$ cat src/rtl/sed_check_ctrl.sv
// Sequencer for the soft-error-detection primitive: single-shot or periodic CRC checks,
// forced-error injection, per-check timeout, sticky result flags and check/error counters.
//
//   state   | meaning
//   --------+-----------------------------------------------------------
//   S_IDLE  | primitive disabled, waiting for REQ or AUTO
//   S_ARM   | SEDENABLE high for two cycles before the start pulse
//   S_START | SEDSTART high for STARTW cycles
//   S_RUN   | check in progress, timeout counter running
//   S_EVAL  | one cycle to fold the synced SEDERR into the status
//   S_WAIT  | primitive disabled, PERIOD idle cycles before next auto check
module sed_check_ctrl #(
    parameter int PERIOD  = 1024,
    parameter int TIMEOUT = 16777215,
    parameter int STARTW  = 4,
    parameter int CNTW    = 8
) (
    input  logic            clk,
    input  logic            rstn,
    input  logic            auto,
    input  logic            req,
    input  logic            inject,
    input  logic            clr,
    input  logic            sederr,
    input  logic            seddone,
    input  logic            sedinprog,
    output logic            sedenable,
    output logic            sedstart,
    output logic            sedfrcerr,
    output logic            busy,
    output logic            pass,
    output logic            fail,
    output logic            tmo,
    output logic [CNTW-1:0] errcnt,
    output logic [CNTW-1:0] chkcnt
);

    localparam int TW = $clog2(TIMEOUT + PERIOD + STARTW + 2);

    localparam logic [TW-1:0] CNT_ONE   = TW'(1);
    localparam logic [TW-1:0] ARM_LD    = TW'(1);
    localparam logic [TW-1:0] START_LD  = TW'(STARTW - 1);
    localparam logic [TW-1:0] RUN_LD    = TW'(TIMEOUT - 1);
    localparam logic [TW-1:0] WAIT_LD   = TW'(PERIOD - 1);
    localparam logic [CNTW-1:0] CNT_MAX = '1;

    localparam logic [2:0] S_IDLE  = 3'd0;
    localparam logic [2:0] S_ARM   = 3'd1;
    localparam logic [2:0] S_START = 3'd2;
    localparam logic [2:0] S_RUN   = 3'd3;
    localparam logic [2:0] S_EVAL  = 3'd4;
    localparam logic [2:0] S_WAIT  = 3'd5;

    logic          rst_meta;
    logic          rst_sync;
    logic          sederr_s1, sederr_s2;
    logic          seddone_s1, seddone_s2;
    logic          inprog_s1, inprog_s2;
    logic          done_ok;
    logic          done_prev;
    logic          done_rise;
    logic [2:0]    state, nxt;
    logic [TW-1:0] cnt, cnt_nxt;
    logic          cnt_tc;
    logic          tmo_evt;
    logic          eval_evt;
    logic          inj_pend, inj_nxt;
    logic          en_nxt;
    logic          frc_window;

    // Reset asserts immediately, releases two clk edges after rstn rises.
    always_ff @(posedge clk or negedge rstn) begin
        if (!rstn) begin
            rst_meta <= 1'b0;
            rst_sync <= 1'b0;
        end else begin
            rst_meta <= 1'b1;
            rst_sync <= rst_meta;
        end
    end

    always_ff @(posedge clk or negedge rst_sync) begin
        if (!rst_sync) begin
            sederr_s1  <= 1'b0;
            sederr_s2  <= 1'b0;
            seddone_s1 <= 1'b0;
            seddone_s2 <= 1'b0;
            inprog_s1  <= 1'b0;
            inprog_s2  <= 1'b0;
            done_prev  <= 1'b0;
        end else begin
            sederr_s1  <= sederr;
            sederr_s2  <= sederr_s1;
            seddone_s1 <= seddone;
            seddone_s2 <= seddone_s1;
            inprog_s1  <= sedinprog;
            inprog_s2  <= inprog_s1;
            done_prev  <= done_ok;
        end
    end

    // The primitive drops INPROG as DONE rises; if the two land in different sync
    // cycles the completion edge is deferred by one cycle instead of being lost.
    assign done_ok   = seddone_s2 & ~inprog_s2;
    assign done_rise = done_ok & ~done_prev;
    assign cnt_tc    = (cnt == '0);

    always_comb begin
        nxt      = state;
        cnt_nxt  = cnt;
        tmo_evt  = 1'b0;
        eval_evt = 1'b0;
        case (state)
            S_IDLE: begin
                if (req || auto) begin
                    nxt     = S_ARM;
                    cnt_nxt = ARM_LD;
                end
            end
            S_ARM: begin
                if (cnt_tc) begin
                    nxt     = S_START;
                    cnt_nxt = START_LD;
                end else begin
                    cnt_nxt = cnt - CNT_ONE;
                end
            end
            S_START: begin
                if (cnt_tc) begin
                    nxt     = S_RUN;
                    cnt_nxt = RUN_LD;
                end else begin
                    cnt_nxt = cnt - CNT_ONE;
                end
            end
            S_RUN: begin
                if (done_rise) begin
                    nxt = S_EVAL;
                end else if (cnt_tc) begin
                    tmo_evt = 1'b1;
                    nxt     = auto ? S_WAIT : S_IDLE;
                    cnt_nxt = WAIT_LD;
                end else begin
                    cnt_nxt = cnt - CNT_ONE;
                end
            end
            S_EVAL: begin
                eval_evt = 1'b1;
                nxt      = auto ? S_WAIT : S_IDLE;
                cnt_nxt  = WAIT_LD;
            end
            S_WAIT: begin
                if (!auto) begin
                    nxt = S_IDLE;
                end else if (cnt_tc) begin
                    nxt     = S_ARM;
                    cnt_nxt = ARM_LD;
                end else begin
                    cnt_nxt = cnt - CNT_ONE;
                end
            end
            default: begin
                nxt     = S_IDLE;
                cnt_nxt = '0;
            end
        endcase
    end

    // A fresh INJECT on the cycle the current check ends arms the following check.
    assign inj_nxt    = (inj_pend & ~(eval_evt | tmo_evt)) | inject;
    assign en_nxt     = (nxt != S_IDLE) && (nxt != S_WAIT);
    assign frc_window = (nxt == S_START) || (nxt == S_RUN) || (nxt == S_EVAL);

    always_ff @(posedge clk or negedge rst_sync) begin
        if (!rst_sync) begin
            state     <= S_IDLE;
            cnt       <= '0;
            inj_pend  <= 1'b0;
            sedenable <= 1'b0;
            sedstart  <= 1'b0;
            sedfrcerr <= 1'b0;
            busy      <= 1'b0;
        end else begin
            state     <= nxt;
            cnt       <= cnt_nxt;
            inj_pend  <= inj_nxt;
            sedenable <= en_nxt;
            sedstart  <= (nxt == S_START);
            sedfrcerr <= inj_nxt & frc_window;
            busy      <= en_nxt;
        end
    end

    // CLR wins over a same-cycle result; the FSM still advances normally.
    always_ff @(posedge clk or negedge rst_sync) begin
        if (!rst_sync) begin
            pass   <= 1'b0;
            fail   <= 1'b0;
            tmo    <= 1'b0;
            errcnt <= '0;
            chkcnt <= '0;
        end else if (clr) begin
            pass   <= 1'b0;
            fail   <= 1'b0;
            tmo    <= 1'b0;
            errcnt <= '0;
            chkcnt <= '0;
        end else begin
            if (tmo_evt) begin
                tmo    <= 1'b1;
                chkcnt <= chkcnt + CNTW'(1);
            end
            if (eval_evt) begin
                chkcnt <= chkcnt + CNTW'(1);
                if (sederr_s2) begin
                    fail <= 1'b1;
                    if (errcnt != CNT_MAX) begin
                        errcnt <= errcnt + CNTW'(1);
                    end
                end else begin
                    pass <= 1'b1;
                end
            end
        end
    end

endmodule
$ cat config.mk
export PLATFORM = sky130hd
export DESIGN_NAME = sed_check_ctrl
export DESIGN_NICKNAME = d
export VERILOG_FILES = /design/src/rtl/sed_check_ctrl.sv
export SDC_FILE = /design/constraint.sdc
export NUM_CORES = 1
export LEC_CHECK = 0
export CELL_PAD_IN_SITES_DETAIL_PLACEMENT = 1
export CELL_PAD_IN_SITES_GLOBAL_PLACEMENT = 2
export CORE_MARGIN = 2
export CORE_UTILIZATION = 38
export DETAILED_ROUTE_END_ITERATION = 6
export PLACE_DENSITY = 0.94
export RECOVER_POWER = 100
export SYNTH_ARGS = -nofsm -noshare
export SYNTH_HDL_FRONTEND = slang
export SYNTH_SLANG_ARGS = --single-unit
export TNS_END_PERCENT = 1
$ cat constraint.sdc
create_clock -name clk -period 3.6 [get_ports clk]
set_input_delay 0.9 -clock clk [delete_from_list [all_inputs] [get_ports clk]]
set_output_delay 0.9 -clock clk [all_outputs]
set_load 0.01 [all_outputs]
==> results of run 1 <==
==> cell type report <==
cell class | instances | share of cell area (%)
Multi-Input combinational cell | 277 | 41.3
Sequential cell | 60 | 38.5
Timing Repair Buffer | 40 | 9.39
Clock buffer | 10 | 3.53
Tap cell | 105 | 3.37
Clock inverter | 6 | 2.40
Inverter | 16 | 1.54
==> metrics by stage <==
stage	cells	util, %	instance area (um2)	setup WS (ps)	hold WS (ps)
after floorplan	369	-	3240	1180	331
after global placement	498	44.6	3680	649	334
after detailed placement	498	44.6	3680	583	336
after CTS	514	47.4	3920	667	352
after global routing	514	47.3	3900	251	360
final	514	47.3	3900	573	348
==> power breakdown <==
part,switching (W),total (W),internal [W]
sequential,0.000118,0.000889,0.000771
clock,0.000291,0.000705,0.000414
combinational,0.000173,0.000303,0.000131
==> Yosys cell counts, types with 2 or more instances <==
master      n
xor2_1      9
inv_1      16
a21oi_1    39
o311ai_0    2
nand2b_1    3
or3_1      10
a211oi_1    2
nor2b_1     6
nor4_1      7
nor4_2      2
nand3_1    11
ha_1        4
a31oi_1     9
o22ai_1     8
mux2i_1     2
nand4_1     7
clkbuf_1   14
or2_2       2
nor3_1     14
a22o_1      2
nand2_1    21
nor2_1     43
a21o_1      4
o21a_1      2
o21ai_0    34
o2111ai_1   2
a22oi_1     2
o211ai_1    2
dfrtp_1    60
o22a_1      4
==> metal layers <==
layer | vias to the layer above | global-route usage (%)
li1 | 1429 | -
met1 | 1493 | 28.5
met2 | 59 | 37.6
met3 | 15 | 3.29
met4 | 0 | 7.86
met5 | - | 0
==> registers in the layout, indices dropped and copies added, names as in the netlist, 3 cells and up <==
name,cells
state,3
chkcnt,8
cnt,25
errcnt,8
==> path summary, 6_finish.rpt <==
| kind | from | end | slack, ps | cells past startpoint |
|---|---|---|---|---|
| worst max-delay path | cnt[10] | chkcnt[6] | 570 | 7 |
| worst min-delay path | sederr_s1 | sederr_s2 | 350 | 0 |
| worst max register to register | cnt[10] | chkcnt[6] | 570 | 7 |
| worst min register to register | sederr_s1 | sederr_s2 | 350 | 0 |
| max in group asynchronous | rst_sync | inprog_s1 | 1080 | 1 |
| min in group asynchronous | rst_sync | cnt[5] | 540 | 0 |
==> cells by family after synthesis <==
group / after synthesis
buf+inv: 32
fa+ha+maj: 4
flops: 60
mux: 2
simple gates: 137
compound gates: 123
xor+xnor: 10
other cells: 1
==> cell usage in the layout, fill, tap and decap left out, types with 3 or more instances in the layout <==
master           instances
dfrtp_1                 60
nor2_1                  43
a21oi_1                 39
o21ai_0                 34
dlygate4sd3_1           28
nand2_1                 21
inv_1                   16
nor3_1                  14
nand3_1                 11
or3_1                   10
clkbuf_8                10
xor2_1                   9
a31oi_1                  9
o22ai_1                  8
nor4_1                   7
nand4_1                  7
nor2b_1                  6
buf_4                    6
a21o_1                   4
o22a_1                   4
ha_1                     4
nand2b_1                 3
clkdlybuf4s50_1          3
clkbuf_1                 3
==> critical path, delay by kind of cell, from the launching register on <==
family / cells / cell delay [ps]
and+or+nand+nor: 4 / 1780
buffers and inverters: 1 / 290
DFF: 1 / 420
AOI/OAI and AO/OA: 2 / 460
==> flow_metrics.py, run 1 <==
metrics = {
    "clock_network": {
        "clock_sink_count": 60,
        "cts_hold_repair.buffers": 0,
        "cts_buffers": 9,
        "cts_max_path_buffers": 2,
        "clk_latency_ps": 340,
        "cts.clk_slew.worst_paths_ps": 70,
        "htreeDepth": 3,
        "post_cts_resized": 0,
        "clockRootBuffer": "clkbuf_8",
        "postCtsSetupBuffers": 0,
        "cts_tree": "yes",
    },
    "final_layout": {
        "area_delta_synth_final_pct": 20.5,
        "drive_gt1_share_pct": 6.85,
        "nets": 417,
        "diodes": 0,
        "ff_latch_area_um2": 1500,
        "multiInputGateArea_um2": 1610,
        "fillers": 979,
    },
    "floorplan": {
        "num_rows": 33,
        "die_w_um": 96.3,
        "pin_count": 32,
        "core-area_um2": 8260,
        "die-height_um": 96.3,
        "die_area_um2": 9280,
        "floorplan.initialDensity_pct": 39.2,
    },
    "critical_path": {
        "cpMaxStageDelayCell": "nor4_1",
        "crit_path_start_kind": "register",
        "crit_chain": "nor4_1 > nand4_1 > clkbuf_1 > nor4_2 > o2111ai_1 > or3_1 > a21oi_1",
        "cp.arrival_ps": 3290,
        "worst_ep_required_time_ps": 3870,
        "endpoint_kind": "register",
        "slowest_delay_ps": 600,
        "path_class": "register to register",
        "cp_max_fo": 12,
    },
    "pwr": {
        "p_per_area_nw_per_um2": 486,
        "fin_total_pwr_w": 0.00190,
        "ir_drop_mv": 0.221,
        "p_leak_nw": 1.65,
    },
    "detailed_routing": {
        "vias_per_cell": 5.83,
        "antenna_left": 0,
        "drt_wl_total_um": 9110,
        "vias": 2996,
        "routedWlPerCell_um": 17.7,
        "first_pass_iters": 4,
        "dr.max_layer_used": "met4",
        "wl_met3_um": 294,
        "wl_met1_um": 4090,
        "drtIter0Drc": 124,
        "met2_length_um": 4570,
        "drc_errors": 0,
    },
    "grt": {
        "grt_pass1_vias": 3200,
        "antenna_found_initial": 0,
        "overflow": 0,
        "grt_pass1_wl_um": 15700,
        "grt_max_degree": 31,
        "grtUsageTotal_pct": 22.1,
    },
    "sta": {
        "fin_worst_skew_ps": 8.21,
        "tightest_slew_ps": 1490,
        "period_minus_slack_ps": 3030,
        "clock.fmax_ghz": 0.330,
        "rsz0062_at_grt": "no",
        "fin_crit_sh_pct": 84.1,
        "final.setup.tns_ps": 0,
        "maxSlewHeadroom_pct": 0.903,
        "drv_slew": 0,
        "report.final.setup_viol": 0,
        "finalHoldViolations": 0,
    },
    "hold_path": {
        "holdCritPathClass": "register to register",
    },
    "synth": {
        "yosysTopAreaCellShare_pct": 46.3,
        "synth_mux_area_share_pct": 0.618,
        "synthArstFlopShare_pct": 100,
        "synth_fa_ha_area_share_pct": 1.54,
        "synth_cell_types": 56,
        "dominantRegCellSynth": "dfrtp_1",
        "synth_top_family_by_area": "compound AO/OA/AOI/OAI gates",
        "synth_compound_area_share_pct": 23.2,
        "syn_inst": 369,
        "ys_ff_latch": 60,
        "yosys.area_share.simple_pct": 21.6,
        "synth_edf_count": 0,
        "syn_area_per_cell_um2": 8.78,
        "yosysSeqAreaShare_pct": 46.3,
        "netlist_top_cells_area": "dfrtp_1 (46%), a21oi_1 (6.0%), o21ai_0 (5.3%)",
        "ys_warn_count": 0,
        "synth_top_cell_by_area": "dfrtp_1",
        "synthXorXnorAreaFrac_pct": 2.70,
        "netlist_area_um2": 3240,
        "syn_nets": 382,
    },
    "placed_design": {
        "gp_congestion": 0.843,
        "io_buffers": 31,
        "hpwl_um": 6580,
    },
    "run_status": {
        "status": "complete, no violations",
    },
    "flow_run": {
        "maxCapViolations": 0,
    },
}
Note: power is estimated with default switching activity, not from simulation.
==> run 2: changes to the inputs <==
CORE_UTILIZATION = 32   (was 38)
PLACE_DENSITY = 0.85   (was 0.94)
clock period = 2.6 ns   (was 3.6 ns; I/O delays follow)
==> flow_metrics.py, run 2 (synthesis results as in run 1) <==
metrics = {
    "run_status": {
        "status": "complete, no violations",
    },
    "critical_path": {
        "cp.arrival_ps": 2760,
        "cp_max_fo": 15,
        "crit_path_start_kind": "primary input",
        "worst_ep_required_time_ps": 2900,
        "path_class": "primary input to register",
        "endpoint_kind": "register",
    },
    "floorplan": {
        "die_area_um2": 10900,
        "num_rows": 36,
        "die-height_um": 105,
        "floorplan.initialDensity_pct": 33.0,
        "pin_count": 32,
        "core-area_um2": 9820,
        "die_w_um": 105,
    },
    "clock_network": {
        "htreeDepth": 3,
        "post_cts_resized": 0,
        "postCtsSetupBuffers": 0,
        "cts_max_path_buffers": 2,
        "clockRootBuffer": "clkbuf_8",
        "clock_sink_count": 60,
        "cts_buffers": 9,
        "cts_tree": "yes",
        "clk_latency_ps": 360,
        "cts_hold_repair.buffers": 0,
        "cts.clk_slew.worst_paths_ps": 80,
    },
    "final_layout": {
        "diodes": 0,
        "fin_util_pct": 42.4,
        "drive_gt1_share_pct": 13.5,
        "top_register": "cnt",
        "multiInputGateArea_um2": 1640,
        "area_delta_synth_final_pct": 28.4,
        "stdcell_area_um2": 4160,
        "layout.cells.most_common": "dfrtp_1",
        "nets": 444,
        "fillers": 1216,
        "layout_common_cells": "dfrtp_1 (60), nor2_1 (43), a21oi_1 (39)",
        "ff_latch_area_um2": 1500,
        "top_regs": "cnt x25, chkcnt x8, errcnt x8",
        "largest_reg_flops": 25,
    },
    "placed_design": {
        "place_area_um2": 3920,
        "hpwl_um": 7240,
        "gp_congestion": 0.815,
        "io_buffers": 31,
    },
    "pwr": {
        "p_per_area_nw_per_um2": 647,
        "fin_total_pwr_w": 0.00269,
        "ir_drop_mv": 0.252,
        "p_leak_nw": 1.80,
    },
    "grt": {
        "grt_pass1_wl_um": 16900,
        "grtUsageTotal_pct": 19.2,
        "antenna_found_initial": 0,
        "overflow": 0,
        "grt_max_degree": 35,
        "grt_pass1_vias": 3464,
    },
    "detailed_routing": {
        "drc_errors": 0,
        "vias": 3104,
        "routedWlPerCell_um": 17.2,
        "drtIter0Drc": 172,
        "vias_per_cell": 5.46,
        "drt_wl_total_um": 9790,
        "antenna_left": 0,
        "first_pass_iters": 4,
    },
    "hold_path": {
        "holdCritPathClass": "register to register",
    },
    "sta": {
        "finalHoldViolations": 0,
        "clock.fmax_ghz": 0.405,
        "fin_worst_skew_ps": 9.36,
        "tightest_slew_ps": 1360,
        "rsz0062_at_grt": "no",
        "report.final.setup_viol": 0,
        "drv_slew": 0,
        "fin_crit_sh_pct": 94.9,
        "maxSlewHeadroom_pct": 9.14,
        "period_minus_slack_ps": 2470,
        "final.setup.tns_ps": 0,
    },
    "flow_run": {
        "maxCapViolations": 0,
    },
}
run 2: routing by layer:
| layer | global-route usage [%] | wire [um] | vias up |
|---|---|---|---|
| met5 | 0 | 0 | - |
| met4 | 7.05 | 202 | 0 |
| met3 | 3.87 | 368 | 17 |
| met2 | 32.2 | 4750 | 66 |
| met1 | 24.6 | 4470 | 1544 |
| li1 | - | - | 1477 |
run 2: power breakdown:
part | total [W] | internal, W | switching, W
combinational | 0.000492 | 0.000223 | 0.000269
clock | 0.000973 | 0.000544 | 0.000429
sequential | 0.00123 | 0.00107 | 0.000160
run 2: stage by stage:
step | hold slack (ps) | setup slack (ps) | std cells
after global routing | 369 | 5.31 | 569
final | 356 | 133 | 569
after global placement | 337 | -190 | 553
after CTS | 360 | 158 | 569
after floorplan | 331 | 231 | 369
after detailed placement | 342 | -241 | 553
run 2: worst paths after layout:
| path | to | cells past startpoint | slack, ps | from |
|---|---|---|---|---|
| min in group asynchronous | rst_meta | 1 | 520 | rstn |
| min reg2reg | inprog_s2 | 0 | 360 | inprog_s1 |
| max | cnt[10] | 8 | 130 | auto |
| max in group asynchronous | cnt[7] | 1 | 790 | rst_sync |
| max reg2reg | cnt[11] | 6 | 150 | cnt[2] |
| min | inprog_s2 | 0 | 360 | inprog_s1 |
run 2: layout make-up:
type,count,share of cell area (%)
clock inverters,7,2.41
flip-flops and latches,60,36.1
well taps,133,4.00
repair buffers,67,13.6
inverters,16,1.44
clock buffers,9,2.98
multi-input cells,277,39.5
run 2: critical path, stage by stage:
cell and delay (ps):
clkdlybuf4s50_1 520, and3b_1 210, nor2_1 150, o21ai_1 130, buf_4 230, a211o_1 410
a211oi_1 280, o22a_1 180
